**src/rtl/sram_initiator_pkg.sv**
```systemverilog
// Shared types and default parameters for the SRAM read/write initiator.
package sram_initiator_pkg;

  typedef enum logic [0:0] {
    StInit,
    StRun
  } state_e;

  localparam int unsigned DefAddrW    = 9;
  localparam int unsigned DefDataW    = 128;
  localparam int unsigned DefMaskW    = 4;
  localparam int unsigned DefRspDepth = 3;

  // Counter width able to hold the values 0..depth inclusive.
  function automatic int unsigned cnt_width(input int unsigned depth);
    return $clog2(depth + 1);
  endfunction

endpackage

```
**src/rtl/sram_rw_initiator_if.sv**
```systemverilog
// Request/response channel plus single-port SRAM RW0 bundle for sram_rw_initiator.
// The slave modport is the initiator's view; master is the requester/SRAM side.
interface sram_rw_initiator_if
  import sram_initiator_pkg::*;
#(
  parameter int unsigned ADDR_W = DefAddrW,
  parameter int unsigned DATA_W = DefDataW,
  parameter int unsigned MASK_W = DefMaskW
);

  logic              req_valid;
  logic              req_ready;
  logic              req_write;
  logic [ADDR_W-1:0] req_addr;
  logic [DATA_W-1:0] req_wdata;
  logic [MASK_W-1:0] req_wmask;

  logic              rsp_valid;
  logic              rsp_ready;
  logic [DATA_W-1:0] rsp_rdata;

  logic              RW0_en;
  logic              RW0_wmode;
  logic [ADDR_W-1:0] RW0_addr;
  logic [MASK_W-1:0] RW0_wmask;
  logic [DATA_W-1:0] RW0_wdata;
  logic [DATA_W-1:0] RW0_rdata;

  modport slave (
    input  req_valid, req_write, req_addr, req_wdata, req_wmask, rsp_ready, RW0_rdata,
    output req_ready, rsp_valid, rsp_rdata, RW0_en, RW0_wmode, RW0_addr, RW0_wmask, RW0_wdata
  );

  modport master (
    output req_valid, req_write, req_addr, req_wdata, req_wmask, rsp_ready, RW0_rdata,
    input  req_ready, rsp_valid, rsp_rdata, RW0_en, RW0_wmode, RW0_addr, RW0_wmask, RW0_wdata
  );

endinterface

```
**src/rtl/sram_rsp_fifo.sv**
```systemverilog
// Read-response FIFO: ring buffer of RSP_DEPTH words with occupancy count.
module sram_rsp_fifo
  import sram_initiator_pkg::*;
#(
  parameter int unsigned DATA_W    = DefDataW,
  parameter int unsigned RSP_DEPTH = DefRspDepth,
  localparam int unsigned CntW     = cnt_width(RSP_DEPTH)
) (
  input  logic              clk_i,
  input  logic              rst_ni,
  input  logic              push_i,
  input  logic [DATA_W-1:0] push_data_i,
  input  logic              pop_i,
  output logic [DATA_W-1:0] head_o,
  output logic              full_o,
  output logic              empty_o,
  output logic [CntW-1:0]   count_o
);

  localparam int unsigned PtrW = $clog2(RSP_DEPTH);

  logic [DATA_W-1:0] mem_q [RSP_DEPTH];
  logic [PtrW-1:0]   wr_ptr_q, wr_ptr_d, rd_ptr_q, rd_ptr_d;
  logic [CntW-1:0]   count_q, count_d;
  logic              pop;

  function automatic logic [PtrW-1:0] ptr_inc(input logic [PtrW-1:0] p);
    return (p == PtrW'(RSP_DEPTH - 1)) ? '0 : p + 1'b1;
  endfunction

  assign empty_o = (count_q == '0);
  assign full_o  = (count_q == CntW'(RSP_DEPTH));
  assign count_o = count_q;
  assign head_o  = mem_q[rd_ptr_q];
  assign pop     = pop_i && !empty_o;

  always_comb begin
    wr_ptr_d = push_i ? ptr_inc(wr_ptr_q) : wr_ptr_q;
    rd_ptr_d = pop ? ptr_inc(rd_ptr_q) : rd_ptr_q;
    count_d  = count_q + CntW'(push_i) - CntW'(pop);
  end

  always_ff @(posedge clk_i or negedge rst_ni) begin
    if (!rst_ni) begin
      wr_ptr_q <= '0;
      rd_ptr_q <= '0;
      count_q  <= '0;
    end else begin
      wr_ptr_q <= wr_ptr_d;
      rd_ptr_q <= rd_ptr_d;
      count_q  <= count_d;
    end
  end

  // Storage needs no reset; the pointers alone define what is valid.
  always_ff @(posedge clk_i) begin
    if (push_i) begin
      mem_q[wr_ptr_q] <= push_data_i;
    end
  end

  a_no_push_when_full: assert property (@(posedge clk_i) disable iff (!rst_ni)
    !(push_i && full_o));

endmodule

```
**src/rtl/sram_rw_initiator.sv**
```systemverilog
// Request/response front end for a single-port SRAM with in-order read responses.
// Define SRAM_INIT_SWEEP_EN to zero the whole SRAM after reset before accepting requests.
module sram_rw_initiator
  import sram_initiator_pkg::*;
#(
  parameter int unsigned ADDR_W    = DefAddrW,
  parameter int unsigned DATA_W    = DefDataW,
  parameter int unsigned MASK_W    = DefMaskW,
  parameter int unsigned RSP_DEPTH = DefRspDepth
) (
  input  logic               clk,
  input  logic               rstn,
  sram_rw_initiator_if.slave bus,
  output logic               init_done
);

  localparam int unsigned CntW = cnt_width(RSP_DEPTH);
  localparam int unsigned OutW = CntW + 1;

  if ((DATA_W % MASK_W) != 0 || RSP_DEPTH < 2 || ADDR_W == 0) begin : g_param_err
    $error("sram_rw_initiator: invalid parameter combination");
  end

  state_e          state_q, state_d;
  logic            rd_inflight_q, rd_inflight_d;
  logic            accept, room;
  logic            fifo_empty, fifo_full;
  logic [CntW-1:0] fifo_count;
  logic [OutW-1:0] outstanding;
`ifdef SRAM_INIT_SWEEP_EN
  logic [ADDR_W-1:0] init_addr_q, init_addr_d;
`endif

  // A read in flight already owns a FIFO slot, so it counts against the room check.
  assign outstanding   = OutW'(fifo_count) + OutW'(rd_inflight_q);
  assign room          = outstanding < OutW'(RSP_DEPTH);
  assign bus.req_ready = (state_q == StRun) && room;
  assign accept        = bus.req_valid && bus.req_ready;
  assign rd_inflight_d = accept && !bus.req_write;
  assign init_done     = (state_q == StRun);
  assign bus.rsp_valid = !fifo_empty;

  always_comb begin
    state_d       = state_q;
    bus.RW0_en    = accept;
    bus.RW0_wmode = bus.req_write;
    bus.RW0_addr  = bus.req_addr;
    bus.RW0_wmask = bus.req_wmask;
    bus.RW0_wdata = bus.req_wdata;
`ifdef SRAM_INIT_SWEEP_EN
    init_addr_d   = init_addr_q;
`endif
    unique case (state_q)
      StInit: begin
`ifdef SRAM_INIT_SWEEP_EN
        bus.RW0_en    = 1'b1;
        bus.RW0_wmode = 1'b1;
        bus.RW0_addr  = init_addr_q;
        bus.RW0_wmask = '1;
        bus.RW0_wdata = '0;
        init_addr_d   = init_addr_q + 1'b1;
        if (init_addr_q == '1) begin
          state_d = StRun;
        end
`else
        state_d = StRun;
`endif
      end
      StRun: state_d = StRun;
    endcase
  end

  always_ff @(posedge clk or negedge rstn) begin
    if (!rstn) begin
      state_q       <= StInit;
      rd_inflight_q <= 1'b0;
`ifdef SRAM_INIT_SWEEP_EN
      init_addr_q   <= '0;
`endif
    end else begin
      state_q       <= state_d;
      rd_inflight_q <= rd_inflight_d;
`ifdef SRAM_INIT_SWEEP_EN
      init_addr_q   <= init_addr_d;
`endif
    end
  end

  sram_rsp_fifo #(
    .DATA_W   (DATA_W),
    .RSP_DEPTH(RSP_DEPTH)
  ) u_rsp_fifo (
    .clk_i      (clk),
    .rst_ni     (rstn),
    .push_i     (rd_inflight_q),
    .push_data_i(bus.RW0_rdata),
    .pop_i      (bus.rsp_ready),
    .head_o     (bus.rsp_rdata),
    .full_o     (fifo_full),
    .empty_o    (fifo_empty),
    .count_o    (fifo_count)
  );

  a_no_ready_when_full: assert property (@(posedge clk) disable iff (!rstn)
    !(fifo_full && bus.req_ready));

endmodule

```
**src/flat_wrapper.sv**
```systemverilog
// flat-port wrapper written by rule: the top's interface ports become plain ports
module sram_rw_initiator_flat import sram_initiator_pkg::*;
#(
  parameter int unsigned ADDR_W    = DefAddrW,
  parameter int unsigned DATA_W    = DefDataW,
  parameter int unsigned MASK_W    = DefMaskW,
  parameter int unsigned RSP_DEPTH = DefRspDepth
)
  (clk, rstn, init_done, bus_req_valid, bus_req_write, bus_req_addr, bus_req_wdata, bus_req_wmask, bus_rsp_ready, bus_RW0_rdata, bus_req_ready, bus_rsp_valid, bus_rsp_rdata, bus_RW0_en, bus_RW0_wmode, bus_RW0_addr, bus_RW0_wmask, bus_RW0_wdata);
  sram_rw_initiator_if #(.ADDR_W(ADDR_W), .DATA_W(DATA_W), .MASK_W(MASK_W)) bus_i ();
  input  logic clk;
  input  logic rstn;
  output logic init_done;
  input wire logic [$bits(bus_i.req_valid)-1:0] bus_req_valid;
  input wire logic [$bits(bus_i.req_write)-1:0] bus_req_write;
  input wire logic [$bits(bus_i.req_addr)-1:0] bus_req_addr;
  input wire logic [$bits(bus_i.req_wdata)-1:0] bus_req_wdata;
  input wire logic [$bits(bus_i.req_wmask)-1:0] bus_req_wmask;
  input wire logic [$bits(bus_i.rsp_ready)-1:0] bus_rsp_ready;
  input wire logic [$bits(bus_i.RW0_rdata)-1:0] bus_RW0_rdata;
  output wire logic [$bits(bus_i.req_ready)-1:0] bus_req_ready;
  output wire logic [$bits(bus_i.rsp_valid)-1:0] bus_rsp_valid;
  output wire logic [$bits(bus_i.rsp_rdata)-1:0] bus_rsp_rdata;
  output wire logic [$bits(bus_i.RW0_en)-1:0] bus_RW0_en;
  output wire logic [$bits(bus_i.RW0_wmode)-1:0] bus_RW0_wmode;
  output wire logic [$bits(bus_i.RW0_addr)-1:0] bus_RW0_addr;
  output wire logic [$bits(bus_i.RW0_wmask)-1:0] bus_RW0_wmask;
  output wire logic [$bits(bus_i.RW0_wdata)-1:0] bus_RW0_wdata;
  assign bus_i.req_valid = bus_req_valid;
  assign bus_i.req_write = bus_req_write;
  assign bus_i.req_addr = bus_req_addr;
  assign bus_i.req_wdata = bus_req_wdata;
  assign bus_i.req_wmask = bus_req_wmask;
  assign bus_i.rsp_ready = bus_rsp_ready;
  assign bus_i.RW0_rdata = bus_RW0_rdata;
  assign bus_req_ready = bus_i.req_ready;
  assign bus_rsp_valid = bus_i.rsp_valid;
  assign bus_rsp_rdata = bus_i.rsp_rdata;
  assign bus_RW0_en = bus_i.RW0_en;
  assign bus_RW0_wmode = bus_i.RW0_wmode;
  assign bus_RW0_addr = bus_i.RW0_addr;
  assign bus_RW0_wmask = bus_i.RW0_wmask;
  assign bus_RW0_wdata = bus_i.RW0_wdata;
  sram_rw_initiator #(.ADDR_W(ADDR_W), .DATA_W(DATA_W), .MASK_W(MASK_W), .RSP_DEPTH(RSP_DEPTH)) u_core (.clk(clk), .rstn(rstn), .bus(bus_i), .init_done(init_done));
endmodule
```
**config.mk**
```make
export PLATFORM = sky130hd
export DESIGN_NAME = sram_rw_initiator_flat
export DESIGN_NICKNAME = d
export VERILOG_FILES = /design/src/rtl/sram_initiator_pkg.sv /design/src/rtl/sram_rw_initiator_if.sv /design/src/rtl/sram_rsp_fifo.sv /design/src/rtl/sram_rw_initiator.sv /design/src/flat_wrapper.sv
export SDC_FILE = /design/constraint.sdc
export NUM_CORES = 1
export LEC_CHECK = 0
export ABC_AREA = 0
export BUFFER_PORTS_ARGS = -buffer_cell sky130_fd_sc_hd__buf_2
export CAP_MARGIN = 20
export CORE_AREA = 4 4 211 213
export DETAILED_ROUTE_END_ITERATION = 10
export DIE_AREA = 0 0 215 217
export SKIP_CTS_REPAIR_TIMING = 1
export SLEW_MARGIN = 30
export SYNTH_ARGS = -nofsm -noshare
export SYNTH_HDL_FRONTEND = slang
export SYNTH_HIERARCHICAL = 1
export SYNTH_SLANG_ARGS = --single-unit
export TNS_END_PERCENT = 20
```
**constraint.sdc**
```tcl
create_clock -name clk -period 14.45 [get_ports clk]
set_clock_uncertainty 0.1 [all_clocks]
set_input_delay 0 -clock clk [delete_from_list [all_inputs] [get_ports clk]]
set_output_delay 0 -clock clk [all_outputs]
set_load 0.1 [all_outputs]
```
* Word-level counts from Yosys, hierarchy flattened *
Memories as Yosys holds them, arrays and structs flattened.
Cells that the tools add are included.

operators by class
  equality and inequality tests = 2
  multiplexer cells = 4
  $add $sub $neg = 5
  reduce and logical (&&, ||, !) cells = 7
  $lt $le $gt $ge = 1

operators with widths
  cell                 count
  $add 2x1->2 const B  2
  $eq 2x2->1 const B   2
  $logic_and 1x1->1    4
  $mux 2               2
  $add 2x1->3          1
  $lt 3x2->1 const B   1
  $add 2x1->2          1
  $logic_not 1->1      2
  $logic_not 2->1      1
  $mux 1               2
  $sub 2x1->2          1

storage, ports and cells
  output and inout port bits = 274
  memory bits (writable) = 384
  memories kept = 1
  bits in registers = 8

memory list
  memory                   words  bits a word  rd ports  clocked after memory_dff  write ports  line                 RTL
  u_core.u_rsp_fifo.mem_q  3      128          1         0                         1            sram_rsp_fifo.sv:22  logic [DATA_W-1:0] mem_q [RSP_DEPTH];

* Logic depth before layout (Yosys ltp) *
  depth after elaboration = 5
  mapped depth = 7
  gate-level depth less buffers = 7

* Hierarchy *
Netlist, hierarchy kept.

modules (own cells, without submodules)
  module             area each (um2)  instances  cells an instance  sequential area each (um2)
  sram_rsp_fifo      14,515.2         1          839                11,681.2
  sram_rw_initiator  1,194.9          1          154                50.0

* Worst setup path after synthesis *
OpenSTA, ideal clock, no wires.

  path type = register to register
  from = register u_core.rd_inflight_q
  to = memory u_core/u_rsp_fifo/mem_q[0][0] (netlist bit), enable pin
  arrival = 9.774 ns
  stages on the path, launching flop included = 2
  path slack = 3.775 ns
  path through = dfrtp_1 -> nor3b_1

between the ends
  cells in the longest elaborated chain, start to end = 2

ends and longest elaborated chain
  what                          line                     RTL
  from (decl)                   sram_rw_initiator.sv:25  logic rd_inflight_q, rd_inflight_d;
  from (signal assigned)        sram_rw_initiator.sv:82  rd_inflight_q <= rd_inflight_d;
  $mux 1                        sram_rsp_fifo.sv:57      if (push_i) begin
  $mux 1 (implied by the code)  sram_rsp_fifo.sv:58      mem_q[wr_ptr_q] <= push_data_i;
  to (decl)                     sram_rsp_fifo.sv:22

Every way passes these cells.

* Worst setup path in the final report *
  from = register u_core.u_rsp_fifo.rd_ptr_q[1]
  to = output bus_rsp_rdata[37]

between the ends
  cells in the longest elaborated chain, start to end = 1

ends and longest elaborated chain
  what                    line                 RTL
  from (decl)             sram_rsp_fifo.sv:23  logic [PtrW-1:0] wr_ptr_q, wr_ptr_d, rd_ptr_q, rd_ptr_d;
  from (signal assigned)  sram_rsp_fifo.sv:50  rd_ptr_q <= rd_ptr_d;
  $mem_v2 3x128           -
  to (decl)               flat_wrapper.sv:23   output wire logic [$bits(bus_i.rsp_rdata)-1:0] bus_rsp_rdata;

Every way passes these cells.

==> impl_metrics.env <==
export IMPL_max_stage_delay_ns=0.94
export IMPL_setup_tns_ns=0
export IMPL_die_x_um=215
export IMPL_p_per_area_nw_per_um2=228.3
export IMPL_end_kind="output port"
export IMPL_drc_errors=0
export IMPL_required_ns=14.35
export IMPL_min_period_ns=3.812
export IMPL_synth_cells=992
export IMPL_dieArea_um2=46660
export IMPL_tightest_slew_ns=1.125
export IMPL_clock_sinks=392
export IMPL_port_buffer_count=265
export IMPL_cts_tree="yes"
export IMPL_cp_arrival_ns=3.71
export IMPL_critical_path_class="flip-flop to output port"
export IMPL_critPathMaxFanout=105
export IMPL_hold_ws_ns=0.05818
export IMPL_num_rows=76
export IMPL_drt_iter0_drc=626
export IMPL_num_fill_cells=3629
export IMPL_fin_crit_sh=0.2638
export IMPL_grt_max_degree=106
export IMPL_vdd_drop_max_mv=0.1822
export IMPL_antenna_found_initial=23
export IMPL_status="complete, no violations"
export IMPL_gp_congestion=0.8455
export IMPL_overflow=0
export IMPL_dp_cells=1630
export IMPL_first_global_vias=8152
export IMPL_hold_viol_final=0
export IMPL_dp_hpwl_mm=34.33
export IMPL_layout_cells_non_filler=1987
export IMPL_htree_levels=2
export IMPL_syn_nets=1270
export IMPL_drt_antenna_violating_nets=0
export IMPL_wire_per_inst_um=24.13
export IMPL_hp_class="input port to output port"
export IMPL_die_height_um=217
export IMPL_vias_per_cell=4.801
export IMPL_leakage_nw=7.611
export IMPL_max_cap_violations=0
export IMPL_coreArea_um2=42700
export IMPL_first_pass_iters=5
export IMPL_power_total_mw=4.692
export IMPL_fmaxAchievable_ghz=0.2624
export IMPL_utilization=0.4814
export IMPL_cts_root_buf="clkbuf_16"
export IMPL_avgSynthCellArea_um2=15.83
export IMPL_grt_first_pass_wirelength_mm=62.82
export IMPL_numCtsBuffers=40
export IMPL_crit_chain="buf_4 > buf_6 > nand2_1 > o21ai_0 > buf_2"
export IMPL_grt_total_usage=0.1903
export IMPL_cts_reportedPaths_clkPinSlew_ns=0.06
export IMPL_netlist_area_um2=15700
export IMPL_ys_warn_count=6
export IMPL_worst_path_buf_inv=3
export IMPL_rsz0062_at_grt="false"
export IMPL_setup_viol=0
export IMPL_slowest_stage="dfrtp_4"
export IMPL_syn_to_final_growth_pct=30.88
export IMPL_nets=1678
export IMPL_slew_headroom=0.2477
export IMPL_cts_buffer_depth=3
export IMPL_io_pins=548
export IMPL_critPathLaunchType="flip-flop"
export IMPL_drt_wl_total_mm=47.95
export IMPL_critPathTopFamily="buffers and inverters"
export IMPL_num_vias=9539
export IMPL_drive_gt1_frac=0.2406
export IMPL_worstSkewPairLatency_ns=0.54
export IMPL_final_max_slew_viol_count=0
export IMPL_start_util=0.3678
## area by class of cell
class                   instances  area, um2  area share
clock buffers                  48       1052     0.05120
diodes                         11      27.53    0.001339
flip-flops and latches        392      11740      0.5711
clock inverters                24      182.7    0.008888
well taps                     546      683.2     0.03324
multi-input cells             408       2615      0.1272
repair buffers                552       4232      0.2059
inverters                       6      22.52    0.001096
## cell usage in the layout, fill, tap and decap left out, types with 3 or more instances in the layout
master and n:
inv_1 6, buf_12 5, clkinv_1 9, o21ai_0 41
diode_2 11, inv_6 3, clkbuf_1 7, dfrtp_1 6
buf_2 265, mux2i_1 129, buf_4 8, ha_1 4
clkinv_2 6, clkbuf_16 41, dlygate4sd3_1 272, edfxtp_1 384
nand2_1 130, o21ai_1 88
## per-layer routing
metal / GRT usage / wire (um)
met1: 0.1703 / 16660
met2: 0.3165 / 24800
met3: 0.1430 / 4915
met4: 0.09083 / 1513
met5: 0.01250 / 57
## worst register-to-register path, cell delays in order, from the launching register on
cell     delay (ns)
dfrtp_1        0.46
inv_1          0.11
nor3b_2        0.16
buf_4          0.76
buf_4          0.67
buf_12         0.30
## registers in the layout, summed over array words and instances (netlist names)
signal,count
u_core/init_done,1
u_core/u_rsp_fifo/count_o,2
u_core/u_rsp_fifo/wr_ptr_q,2
u_core/u_rsp_fifo/rd_ptr_q,2
u_core/rd_inflight_q,1
u_core/u_rsp_fifo/mem_q,384
## path summary, 6_finish.rpt
check | start | to | slack (ns) | cells past startpoint
setup reg to reg | u_core/rd_inflight_q$_DFF_PN0_ | u_core/u_rsp_fifo/mem_q[2][42]$_DFFE_PP_ | 11.57 | 5
hold reg to reg | u_core/u_rsp_fifo/count_o[1]$_DFF_PN0_ | u_core/u_rsp_fifo/count_o[1]$_DFF_PN0_ | 0.46 | 1
max in group asynchronous | rstn | u_core/u_rsp_fifo/rd_ptr_q[0]$_DFFE_PN0P_ | 13.55 | 3
setup / recovery | u_core/u_rsp_fifo/rd_ptr_q[1]$_DFFE_PN0P_ | bus_rsp_rdata[37] | 10.64 | 5
min in group asynchronous | rstn | u_core/u_rsp_fifo/wr_ptr_q[1]$_DFFE_PN0P_ | 0.37 | 3
hold / removal | bus_req_wdata[88] | bus_RW0_wdata[88] | 0.06 | 1
## stage by stage
stage / setup WS (ns) / area [um2]
after detailed placement: 10.96 / 16520
after global routing: 10.39 / 20540
final: 10.64 / 20550
after floorplan: 3.775 / 15700
after CTS: 10.35 / 17760
after global placement: 11.00 / 16460
## power by group
part / leakage, nW / switching, mW / internal [mW]
clock network: 0.602 / 0.412 / 0.558
logic: 3.45 / 1.95 / 0.375
registers: 3.56 / 0.0735 / 1.33
No activity file was read; power rests on OpenSTA's default activity.
